File: config.mk
export PLATFORM = sky130hd
export DESIGN_NAME = psg_bank_ctrl_flat
export DESIGN_NICKNAME = d
export VERILOG_FILES = /design/src/rtl/psg_bank_ctrl_if.sv /design/src/rtl/psg_bank_ctrl.sv /design/src/flat_wrapper.sv
export SDC_FILE = /design/constraint.sdc
export NUM_CORES = 1
export LEC_CHECK = 0
export CAP_MARGIN = 20
export CORE_ASPECT_RATIO = 1.75
export CORE_MARGIN = 1
export CORE_UTILIZATION = 65
export CTS_CLUSTER_SIZE = 8
export DETAILED_ROUTE_END_ITERATION = 10
export PLACE_DENSITY = 0.87
export SLEW_MARGIN = 0
export SYNTH_ARGS = -nofsm -noshare
export SYNTH_HDL_FRONTEND = slang
export SYNTH_SLANG_ARGS = --single-unit
File: constraint.sdc
create_clock -name clk12m -period 16.4 [get_ports clk12m]
set_input_delay 2.46 -clock clk12m [delete_from_list [all_inputs] [get_ports clk12m]]
set_output_delay 2.46 -clock clk12m [all_outputs]
set_load 0.02 [all_outputs]
File: src/rtl/psg_bank_ctrl_if.sv
// -----------------------------------------------------------------------------
// psg_bank_ctrl_if
// Bundles the sound-CPU write bus, the per-chip PSG handshake/data lines and
// the mixer/status outputs of psg_bank_ctrl.
//   cpu_a/cpu_wr/cpu_do : sound CPU A[14:12], level write strobe, data
//   psg_rdy/psg_aout    : per-chip ready and 8-bit analogue-out codes
//   prom_din            : sample PROM data
//   psg_we_n/psg_d      : per-chip active-low write strobe and data
//   psgvol/sout         : PROM volume latch and mixed PCM output
//   busy/ovf/to_err     : activity and sticky per-chip error flags
// slave modport is the controller side, master is the CPU/board side.
// -----------------------------------------------------------------------------
interface psg_bank_ctrl_if #(
  parameter int NUM_PSG = 3,
  parameter int OUT_W   = 16
);
  logic [2:0]           cpu_a;
  logic                 cpu_wr;
  logic [7:0]           cpu_do;
  logic [NUM_PSG-1:0]   psg_rdy;
  logic [NUM_PSG*8-1:0] psg_aout;
  logic [7:0]           prom_din;
  logic [NUM_PSG-1:0]   psg_we_n;
  logic [NUM_PSG*8-1:0] psg_d;
  logic [3:0]           psgvol;
  logic [OUT_W-1:0]     sout;
  logic                 busy;
  logic [NUM_PSG-1:0]   ovf;
  logic [NUM_PSG-1:0]   to_err;

  modport master (
    output cpu_a, cpu_wr, cpu_do, psg_rdy, psg_aout, prom_din,
    input  psg_we_n, psg_d, psgvol, sout, busy, ovf, to_err
  );

  modport slave (
    input  cpu_a, cpu_wr, cpu_do, psg_rdy, psg_aout, prom_din,
    output psg_we_n, psg_d, psgvol, sout, busy, ovf, to_err
  );
endinterface

File: src/rtl/psg_bank_ctrl.sv
// -----------------------------------------------------------------------------
// psg_bank_ctrl
// Write sequencer and mixer for NUM_PSG SN76489-class sound chips.
// Sound-CPU writes (rising edge of the cpu_wr level, seen on sndclk-enabled
// cycles) are decoded by A[14:12]: codes below NUM_PSG queue a byte into that
// chip's FIFO, VOL_SEL loads the 4-bit PROM volume latch, others are ignored.
// Each chip has its own FIFO and IDLE/STROBE/RELEASE handshake FSM with a
// ready timeout. Chip outputs and the scaled PROM sample are summed and
// saturated into sout.
// Ports:
//   clk12m : system clock, all flops on its rising edge
//   reset  : asynchronous active-high reset
//   sndclk : clock enable, all state advances only when high
//   bus    : psg_bank_ctrl_if slave modport (CPU bus, chip handshake, mix out)
// -----------------------------------------------------------------------------
module psg_bank_ctrl #(
  parameter int NUM_PSG = 3,
  parameter int VOL_SEL = 5,
  parameter int QDEPTH  = 4,
  parameter int GAIN    = 170,
  parameter int OUT_W   = 16,
  parameter int RDY_TO  = 255
) (
  input  logic           clk12m,
  input  logic           reset,
  input  logic           sndclk,
  psg_bank_ctrl_if.slave bus
);

  localparam int PW    = $clog2(QDEPTH);
  localparam int CW    = PW + 1;
  localparam int TW    = $clog2(RDY_TO + 1);
  localparam int SUM_W = 17 + $clog2(NUM_PSG + 1);
  // One spare bit so the saturation limit is always representable.
  localparam int CMP_W = ((OUT_W > SUM_W) ? OUT_W : SUM_W) + 1;
  localparam logic [CMP_W-1:0] SAT_MAX = {{(CMP_W-OUT_W){1'b0}}, {OUT_W{1'b1}}};

  typedef enum logic [1:0] {
    S_IDLE    = 2'd0,
    S_STROBE  = 2'd1,
    S_RELEASE = 2'd2
  } state_e;

  logic               wr_q;
  logic               accept_s;
  logic [3:0]         psgvol_q, psgvol_d;
  logic [OUT_W-1:0]   sout_q, sout_d;
  logic               busy_q, busy_d;
  logic [NUM_PSG-1:0] chip_busy_s;
  logic [CMP_W-1:0]   sum_s;

  // A held strobe is only accepted on its first enabled cycle.
  assign accept_s = sndclk & bus.cpu_wr & ~wr_q;

  // Volume latch next-state.
  always_comb begin
    psgvol_d = psgvol_q;
    if (accept_s && (bus.cpu_a == 3'(VOL_SEL))) begin
      psgvol_d = bus.cpu_do[3:0];
    end else begin
      psgvol_d = psgvol_q;
    end
  end

  // Mixer sum at full width, then saturate to the output range.
  always_comb begin
    sum_s = CMP_W'(bus.prom_din) * CMP_W'(psgvol_q) * CMP_W'(2);
    for (int i = 0; i < NUM_PSG; i++) begin
      sum_s = sum_s + CMP_W'(bus.psg_aout[8*i +: 8]) * CMP_W'(GAIN);
    end
    if (sum_s > SAT_MAX) begin
      sout_d = SAT_MAX[OUT_W-1:0];
    end else begin
      sout_d = sum_s[OUT_W-1:0];
    end
  end

  assign busy_d = |chip_busy_s;

  // Shared registers: strobe history, volume, mixer output, busy.
  always_ff @(posedge clk12m or posedge reset) begin
    if (reset) begin
      wr_q     <= 1'b0;
      psgvol_q <= 4'h0;
      sout_q   <= {OUT_W{1'b0}};
      busy_q   <= 1'b0;
    end else if (sndclk) begin
      wr_q     <= bus.cpu_wr;
      psgvol_q <= psgvol_d;
      sout_q   <= sout_d;
      busy_q   <= busy_d;
    end
  end

  assign bus.psgvol = psgvol_q;
  assign bus.sout   = sout_q;
  assign bus.busy   = busy_q;

  for (genvar gi = 0; gi < NUM_PSG; gi++) begin : g_chip
    logic [7:0]    mem_q [QDEPTH];
    logic [PW-1:0] wp_q, rp_q;
    logic [CW-1:0] cnt_q, cnt_d;
    logic          ovf_q;
    state_e        state_q, state_d;
    logic [TW-1:0] timer_q, timer_d, tinc_s;
    logic          we_n_q, we_n_d;
    logic          to_err_q, to_err_d;
    logic [7:0]    d_q, d_d;
    logic          push_s, pop_s, push_ok_s, full_s, empty_s, rdy_s, timeout_s;

    assign rdy_s     = bus.psg_rdy[gi];
    assign push_s    = accept_s && (bus.cpu_a == 3'(gi));
    assign empty_s   = (cnt_q == CW'(0));
    assign full_s    = (cnt_q == CW'(QDEPTH));
    assign pop_s     = sndclk && (state_q == S_IDLE) && !empty_s;
    // A full FIFO still takes the push when the same cycle pops an entry.
    assign push_ok_s = push_s && (!full_s || pop_s);
    assign tinc_s    = timer_q + TW'(1);
    assign timeout_s = (tinc_s == TW'(RDY_TO));

    // FIFO occupancy next-state.
    always_comb begin
      case ({push_ok_s, pop_s})
        2'b10:   cnt_d = cnt_q + CW'(1);
        2'b01:   cnt_d = cnt_q - CW'(1);
        default: cnt_d = cnt_q;
      endcase
    end

    // FIFO storage, pointers, occupancy and sticky overflow flag.
    always_ff @(posedge clk12m or posedge reset) begin
      if (reset) begin
        for (int k = 0; k < QDEPTH; k++) begin
          mem_q[k] <= 8'h00;
        end
        wp_q  <= {PW{1'b0}};
        rp_q  <= {PW{1'b0}};
        cnt_q <= {CW{1'b0}};
        ovf_q <= 1'b0;
      end else begin
        if (push_ok_s) begin
          mem_q[wp_q] <= bus.cpu_do;
          wp_q        <= wp_q + PW'(1);
        end
        if (push_s && !push_ok_s) begin
          ovf_q <= 1'b1;
        end
        if (pop_s) begin
          rp_q <= rp_q + PW'(1);
        end
        cnt_q <= cnt_d;
      end
    end

    // Handshake FSM state register plus its registered outputs.
    always_ff @(posedge clk12m or posedge reset) begin
      if (reset) begin
        state_q  <= S_IDLE;
        timer_q  <= {TW{1'b0}};
        we_n_q   <= 1'b1;
        d_q      <= 8'h00;
        to_err_q <= 1'b0;
      end else if (sndclk) begin
        state_q  <= state_d;
        timer_q  <= timer_d;
        we_n_q   <= we_n_d;
        d_q      <= d_d;
        to_err_q <= to_err_d;
      end
    end

    // Handshake FSM next-state; the timer restarts for each ready phase.
    always_comb begin
      state_d = state_q;
      timer_d = timer_q;
      case (state_q)
        S_IDLE: begin
          if (!empty_s) begin
            state_d = S_STROBE;
            timer_d = {TW{1'b0}};
          end else begin
            state_d = S_IDLE;
          end
        end
        S_STROBE: begin
          if (!rdy_s) begin
            state_d = S_RELEASE;
            timer_d = {TW{1'b0}};
          end else if (timeout_s) begin
            state_d = S_IDLE;
            timer_d = {TW{1'b0}};
          end else begin
            timer_d = tinc_s;
          end
        end
        S_RELEASE: begin
          if (rdy_s) begin
            state_d = S_IDLE;
            timer_d = {TW{1'b0}};
          end else if (timeout_s) begin
            state_d = S_IDLE;
            timer_d = {TW{1'b0}};
          end else begin
            timer_d = tinc_s;
          end
        end
        default: begin
          state_d = S_IDLE;
          timer_d = {TW{1'b0}};
        end
      endcase
    end

    // Handshake FSM outputs: strobe, data pop, timeout flag.
    always_comb begin
      we_n_d   = we_n_q;
      d_d      = d_q;
      to_err_d = to_err_q;
      case (state_q)
        S_IDLE: begin
          if (!empty_s) begin
            we_n_d = 1'b0;
            d_d    = mem_q[rp_q];
          end else begin
            we_n_d = 1'b1;
          end
        end
        S_STROBE: begin
          if (!rdy_s) begin
            we_n_d = 1'b1;
          end else if (timeout_s) begin
            we_n_d   = 1'b1;
            to_err_d = 1'b1;
          end else begin
            we_n_d = 1'b0;
          end
        end
        S_RELEASE: begin
          we_n_d = 1'b1;
          if (!rdy_s && timeout_s) begin
            to_err_d = 1'b1;
          end else begin
            to_err_d = to_err_q;
          end
        end
        default: begin
          we_n_d = 1'b1;
        end
      endcase
    end

    assign chip_busy_s[gi]     = (state_d != S_IDLE) || (cnt_d != CW'(0));
    assign bus.psg_we_n[gi]    = we_n_q;
    assign bus.psg_d[8*gi +: 8] = d_q;
    assign bus.ovf[gi]         = ovf_q;
    assign bus.to_err[gi]      = to_err_q;
  end

endmodule

File: src/flat_wrapper.sv
// flat-port wrapper written by rule: the top's interface ports become plain ports
module psg_bank_ctrl_flat 
#(
  parameter int NUM_PSG = 3,
  parameter int VOL_SEL = 5,
  parameter int QDEPTH  = 4,
  parameter int GAIN    = 170,
  parameter int OUT_W   = 16,
  parameter int RDY_TO  = 255
)
  (clk12m, reset, sndclk, bus_cpu_a, bus_cpu_wr, bus_cpu_do, bus_psg_rdy, bus_psg_aout, bus_prom_din, bus_psg_we_n, bus_psg_d, bus_psgvol, bus_sout, bus_busy, bus_ovf, bus_to_err);
  psg_bank_ctrl_if #(.NUM_PSG(NUM_PSG), .OUT_W(OUT_W)) bus_i ();
  input  logic clk12m;
  input  logic reset;
  input  logic sndclk;
  input wire logic [$bits(bus_i.cpu_a)-1:0] bus_cpu_a;
  input wire logic [$bits(bus_i.cpu_wr)-1:0] bus_cpu_wr;
  input wire logic [$bits(bus_i.cpu_do)-1:0] bus_cpu_do;
  input wire logic [$bits(bus_i.psg_rdy)-1:0] bus_psg_rdy;
  input wire logic [$bits(bus_i.psg_aout)-1:0] bus_psg_aout;
  input wire logic [$bits(bus_i.prom_din)-1:0] bus_prom_din;
  output wire logic [$bits(bus_i.psg_we_n)-1:0] bus_psg_we_n;
  output wire logic [$bits(bus_i.psg_d)-1:0] bus_psg_d;
  output wire logic [$bits(bus_i.psgvol)-1:0] bus_psgvol;
  output wire logic [$bits(bus_i.sout)-1:0] bus_sout;
  output wire logic [$bits(bus_i.busy)-1:0] bus_busy;
  output wire logic [$bits(bus_i.ovf)-1:0] bus_ovf;
  output wire logic [$bits(bus_i.to_err)-1:0] bus_to_err;
  assign bus_i.cpu_a = bus_cpu_a;
  assign bus_i.cpu_wr = bus_cpu_wr;
  assign bus_i.cpu_do = bus_cpu_do;
  assign bus_i.psg_rdy = bus_psg_rdy;
  assign bus_i.psg_aout = bus_psg_aout;
  assign bus_i.prom_din = bus_prom_din;
  assign bus_psg_we_n = bus_i.psg_we_n;
  assign bus_psg_d = bus_i.psg_d;
  assign bus_psgvol = bus_i.psgvol;
  assign bus_sout = bus_i.sout;
  assign bus_busy = bus_i.busy;
  assign bus_ovf = bus_i.ovf;
  assign bus_to_err = bus_i.to_err;
  psg_bank_ctrl #(.NUM_PSG(NUM_PSG), .VOL_SEL(VOL_SEL), .QDEPTH(QDEPTH), .GAIN(GAIN), .OUT_W(OUT_W), .RDY_TO(RDY_TO)) u_core (.clk12m(clk12m), .reset(reset), .sndclk(sndclk), .bus(bus_i));
endmodule
==> results.yml, run 1 <==
run_status:
  status: "finished clean"
sta:
  worst_pin_slew_ns: 0.978
  final_hold_viol_count: 0
  slew_viol_final: 0
  worst_slack_ns: 7.52
  relSlewSlack_pct: 34.8
  setup-tns-final_ns: 0
  fin_skew_ns: 0.0141
  setup-violations-final: 0
  period_share_pct: 54.1
  period_minus_slack_ns: 8.88
  rsz0062_at_grt: "false"
  fmax_mhz: 113
worst_setup_path:
  crit_start: "bus_prom_din[0]"
  reg2reg_to: "u_core.bus.sout[5]"
  slowest_stage: "a2111oi_0"
  path_class: "primary input to register"
  regToRegStartpoint: "u_core.bus.psgvol[3]"
  arrival_ns: 9.36
  startpoint_type: "primary input"
  crit_buf_inv: 3
  reg2reg_depth: 26
  cp.required_ns: 16.88
  cp_max_fo: 14
  slowest_delay_ns: 0.56
  critPathCaptureType: "register"
  path_delay_family: "compound AO/OA/AOI/OAI gates"
  rrSetupSlack_ns: 9.38
placed_design:
  routabilityCongestion: 0.899
  dp_cells: 1778
  dp_hpwl_mm: 26.4
  placed_area_sq_um: 16200
  dp_worst_setup_slack_ns: 6.98
  portBuffers: 103
cells_and_area:
  nets: 1787
  final_common_cell: "dfrtp_1"
  instances_no_fill: 1818
  drive_gt1_share_pct: 12.5
  final_area_sq_um: 17000
  syn2layout_area_growth_pct: 13.4
  fin_util_pct: 74.9
  antenna_cells: 0
  final_cell_mix: "dfrtp_1, inv_1, ha_1"
drt:
  wl_mm: 35.2
  vias_per_cell: 5.97
  vias: 10900
  dr.pass1.iters: 5
  wl_per_cell_um: 19.4
  drtIter0Drc: 647
  drtAntennaViolNets: 0
  route.detailed.drc: 0
job:
  maxCapViolCount: 0
synthesis:
  synth_top_area_share_pct: 33.3
  synth_seq_cells: 202
  synthSimpleGateAreaFrac_pct: 9.94
  synth_edf_count: 0
  ys.warnings.count: 0
  synth_area_per_cell_sq_um: 10.6
  synth.area.mux_share_pct: 13.5
  syn_inst: 1410
  netlist.top_cell.by_area: "dfrtp_1"
  synth_cell_types: 79
  synth_nets: 1688
  yosysSeqAreaShare_pct: 33.8
  ys_async_sr_fraction_pct: 100
  synth-xor-area-share_pct: 4.28
  synthTopCellsByArea: "dfrtp_1, ha_1, mux2_2, fa_1, inv_1"
  synth_compound_area_share_pct: 10.8
  synth_top_family_by_area: "adder cells"
  syn_area_sq_um: 15000
  synthAdderAreaFrac_pct: 21.9
  synth_flop_cell: "dfrtp_1"
global_routing:
  grt_max_degree: 139
  grt_overflow: 0
  antenna_found_initial: 0
  grt_pass1_vias: 11700
  grt_first_pass_wirelength_mm: 57.5
  grtUsageTotal_pct: 31.8
clock_tree:
  cts_tree: "done"
  clock_sinks: 202
  cts.repair.resized: 0
  cts.path.max_buffers: 3
  cts_made_buffers: 29
  hold_buffers: 0
  cts_setup_buffers: 0
  path_clk_slew_ns: 0.05
  clock_latency_ns: 0.54
  cts_root_buf: "clkbuf_16"
  htreeDepth: 1
die:
  fp.dieArea_sq_um: 23600
  die_y_um: 203
  core_region_area_sq_um: 22700
  die_x_um: 117
  rows: 73
  ios: 104
  start_util_pct: 66.0
power_and_ir_drop:
  p_leak_nw: 8.24
  peakVddDrop_mv: 0.212
  powerDensity_nw_per_um2: 225
hold_path:
  hold_path_class: "register to register"
  hold_depth: 1
  hold_start: "u_core.g_chip[0].to_err_q"
  min_to: "u_core.g_chip[0].to_err_q"
[final cells by class]
type | count | area, sq um
multi-input combinational | 992 | 9030
fill | 1507 | 5690
sequential | 202 | 5060
timing repair buffer | 104 | 1030
clock buffer | 38 | 759
inverter | 180 | 683
tap | 300 | 375
clock inverter | 2 | 17.5
[kinds of logic (layout without fill, tap and decap cells)]
kind of cell / count (synthesis) / count (layout)
AND/OR/NAND/NOR: 292 / 292
AO/OA/AOI/OAI: 243 / 243
adder cells (fa/ha/maj): 228 / 228
buffers and inverters: 216 / 324
flip-flops: 202 / 202
multiplexers: 156 / 156
XOR/XNOR: 73 / 73
[state kept, by name, summed over array words and instances (netlist names), 3 cells and up]
register                flops
u_core.g_chip.to_err_q      3
u_core.g_chip.wp_q          6
u_core.bus.sout            16
u_core.g_chip.we_n_q        3
u_core.g_chip.rp_q          6
u_core.g_chip.d_q          24
u_core.g_chip.state_q       6
u_core.g_chip.cnt_q         9
u_core.g_chip.mem_q        96
u_core.bus.psgvol           4
u_core.g_chip.timer_q      24
u_core.g_chip.ovf_q         3
[Yosys cell counts (all sizes together), types with 8 or more instances]
master    n
a211oi    8
a21o     13
a21oi    54
and2     29
buf      15
clkbuf   21
dfrtp   199
fa       56
ha      172
inv     180
mux2    125
mux4     24
nand2    80
nand2b   16
nand3    24
nand4     9
nor2     58
nor2b    12
nor3     22
o21a      9
o21ai    76
o21bai    8
o22a     16
o31ai    10
xnor2    54
xor2     19
[metrics by stage]
step                total power [mW]  hold WS, ns
floorplan                       2.68        0.438
global placement                3.18        0.453
detailed placement              3.27        0.454
CTS                             3.82        0.466
global route                    4.12        0.491
finish                          3.82        0.461
[per-layer routing]
metal / GRT usage, % / share of wire, % / vias to the layer above
li1: - / - / 5091
met5: 0 / 0 / -
met2: 58.8 / 55 / 302
met1: 32.3 / 35 / 5330
met3: 4.93 / 4.2 / 134
met4: 20.3 / 6.4 / 0
[how the worst max path moves through the flow]
stage | end | slack (ns) | cells after the start
6_report | u_core.bus.sout[5] | 7.52 | 27
3_3_place_gp | u_core.bus.sout[3] | 7.19 | 27
5_1_grt | u_core.bus.sout[13] | 6.94 | 27
3_5_place_dp | u_core.bus.sout[4] | 6.98 | 27
2_1_floorplan | u_core.bus.sout[1] | 8.05 | 27
4_1_cts | u_core.bus.sout[4] | 7.53 | 27
[where the power goes]
group          internal (mW)  total (mW)  switching (mW)
clock network          0.317       0.527           0.210
logic                   1.13        2.52            1.39
registers              0.642       0.774           0.132
total                   2.09        3.82            1.73
(Power assumes the default switching activity.)
==> inputs of run 2 (changes only) <==
CORE_UTILIZATION = 55   (was 65)
PLACE_DENSITY = 0.78   (was 0.87)
clock period = 7.4 ns   (was 16.4 ns; I/O delays follow)
==> results.yml, run 2 (synthesis results as in run 1) <==
sta:
  slew_viol_final: 0
  setup-violations-final: 0
  period_share_pct: 96.2
  fin_skew_ns: 0.0117
  worst_pin_slew_ns: 0.935
  final_hold_viol_count: 0
  relSlewSlack_pct: 37.7
  holdWs_ns: 0.473
  fmax_mhz: 140
  period_minus_slack_ns: 7.12
  worst_slack_ns: 0.281
  rsz0062_at_grt: "false"
cells_and_area:
  drive_gt1_share_pct: 16.5
  syn2layout_area_growth_pct: 17.4
  fin_util_pct: 65.8
  nets: 1852
  fillers: 2073
  reg.largest.list: "u_core.g_chip.mem_q (96), u_core.g_chip.d_q (24), u_core.g_chip.timer_q (24)"
  top_register: "u_core.g_chip.mem_q"
  final_cell_mix: "dfrtp_1, inv_1, ha_1"
  final_common_cell: "dfrtp_1"
  largest_reg_flops: 96
worst_setup_path:
  cp_max_fo: 12
  arrival_ns: 7.59
  critPathCaptureType: "register"
  rrSetupSlack_ns: 0.77
  path_class: "primary input to register"
  cp.required_ns: 7.87
  startpoint_type: "primary input"
global_routing:
  grt_overflow: 0
  grt_pass1_vias: 12000
  grt_max_degree: 130
  antenna_found_initial: 2
  grtUsageTotal_pct: 26.1
  grt_first_pass_wirelength_mm: 57.3
drt:
  wl_per_cell_um: 18.1
  dr.pass1.iters: 5
  wl_mm: 34.6
  drtIter0Drc: 379
  vias_per_cell: 5.77
  route.detailed.drc: 0
  vias: 11000
  drtAntennaViolNets: 0
power_and_ir_drop:
  powerDensity_nw_per_um2: 530
  p_leak_nw: 8.58
  total_power_mw: 9.30
  peakVddDrop_mv: 0.580
die:
  rows: 79
  die_x_um: 127
  ios: 104
  fp.dieArea_sq_um: 27900
  core_region_area_sq_um: 26700
  die_y_um: 220
  start_util_pct: 56.0
clock_tree:
  cts_root_buf: "clkbuf_16"
  path_clk_slew_ns: 0.05
  cts_made_buffers: 29
  cts_tree: "done"
  clock_latency_ns: 0.54
  htreeDepth: 1
  cts.path.max_buffers: 3
  hold_buffers: 0
  clock_sinks: 202
placed_design:
  dp_hpwl_mm: 26.8
  portBuffers: 103
  dp_worst_setup_slack_ns: -0.527
  routabilityCongestion: 0.893
hold_path:
  hold_path_class: "register to register"
job:
  maxCapViolCount: 0
run_status:
  status: "finished clean"
[run 2: changes by cell type in the layout (fill, tap and decap cells not counted), sizes merged]
cell | previous run | this run
bufinv | 0 | 1
buf | 2 | 67
clkbuf | 38 | 39
diode | 0 | 2
clkinv | 1 | 0
[run 2: final timing paths]
kind | depth (start not counted) | to | from
min in group asynchronous | 2 | u_core.bus.sout[6] | reset
worst max register to register | 30 | u_core.bus.sout[1] | u_core.bus.psgvol[3]
worst min-delay path | 1 | u_core.g_chip[1].to_err_q | u_core.g_chip[1].to_err_q
worst min register to register | 1 | u_core.g_chip[1].to_err_q | u_core.g_chip[1].to_err_q
worst max-delay path | 26 | u_core.bus.sout[1] | bus_psg_aout[1]
max in group asynchronous | 3 | u_core.g_chip[0].d_q[7] | reset
[run 2: cell type report]
cell class | count | area (sq um) | share of cell area (%)
clock buffers | 39 | 773 | 4.41
inverters | 180 | 683 | 3.89
diodes | 2 | 5.00 | 0.0285
repair buffers | 169 | 1530 | 8.74
multi-input cells | 992 | 9050 | 51.6
clock inverters | 2 | 38.8 | 0.221
flip-flops and latches | 202 | 5060 | 28.8
well taps | 324 | 405 | 2.31
[run 2: critical path, stage by stage]
cell	delay, ns
clkdlybuf4s50_1	0.43
ha_1	0.31
inv_1	0.06
fa_1	0.51
inv_1	0.07
ha_1	0.33
fa_1	0.52
ha_1	0.36
o21a_1	0.12
o31ai_1	0.09
a21boi_0	0.30
ha_1	0.31
o21a_1	0.19
o31a_1	0.13
a21o_1	0.18
fa_1	0.53
inv_1	0.04
ha_1	0.33
and3_4	0.20
a221o_1	0.32
a31oi_2	0.24
a31o_4	0.22
nor4_4	0.06
a211oi_4	0.32
buf_12	0.17
o22a_1	0.14
[run 2: what timing repair did]
action	in CTS	in global routing
hold endpoints to repair	0	0
endpoints found under the setup margin	0	16
resized for setup	0	7
buffers inserted	0	1
[run 2: through the flow]
stage | instances | area [sq um] | setup TNS [ns]
2_1_floorplan | 1410 | 15000 | 0
3_3_place_gp | 1866 | 16700 | -6.78
3_5_place_dp | 1866 | 16700 | -7.88
4_1_cts | 1907 | 17500 | 0
5_1_grt | 1910 | 17600 | 0
6_report | 1910 | 17600 | 0
[run 2: metal layers]
layer | wire length [um] | track usage, % | part of all wire [%] | vias up
met4 | 2240 | 16.6 | 6.5 | 0
met3 | 1070 | 3.19 | 3.1 | 111
met2 | 19500 | 52.8 | 56 | 235
met1 | 11800 | 24.2 | 34 | 5454
met5 | 0 | 0 | 0 | -
li1 | - | - | - | 5217
[run 2: power breakdown]
group | total, mW | internal, mW | switching, mW
logic | 6.39 | 3.14 | 3.25
clock network | 1.21 | 0.746 | 0.463
registers | 1.70 | 1.42 | 0.279
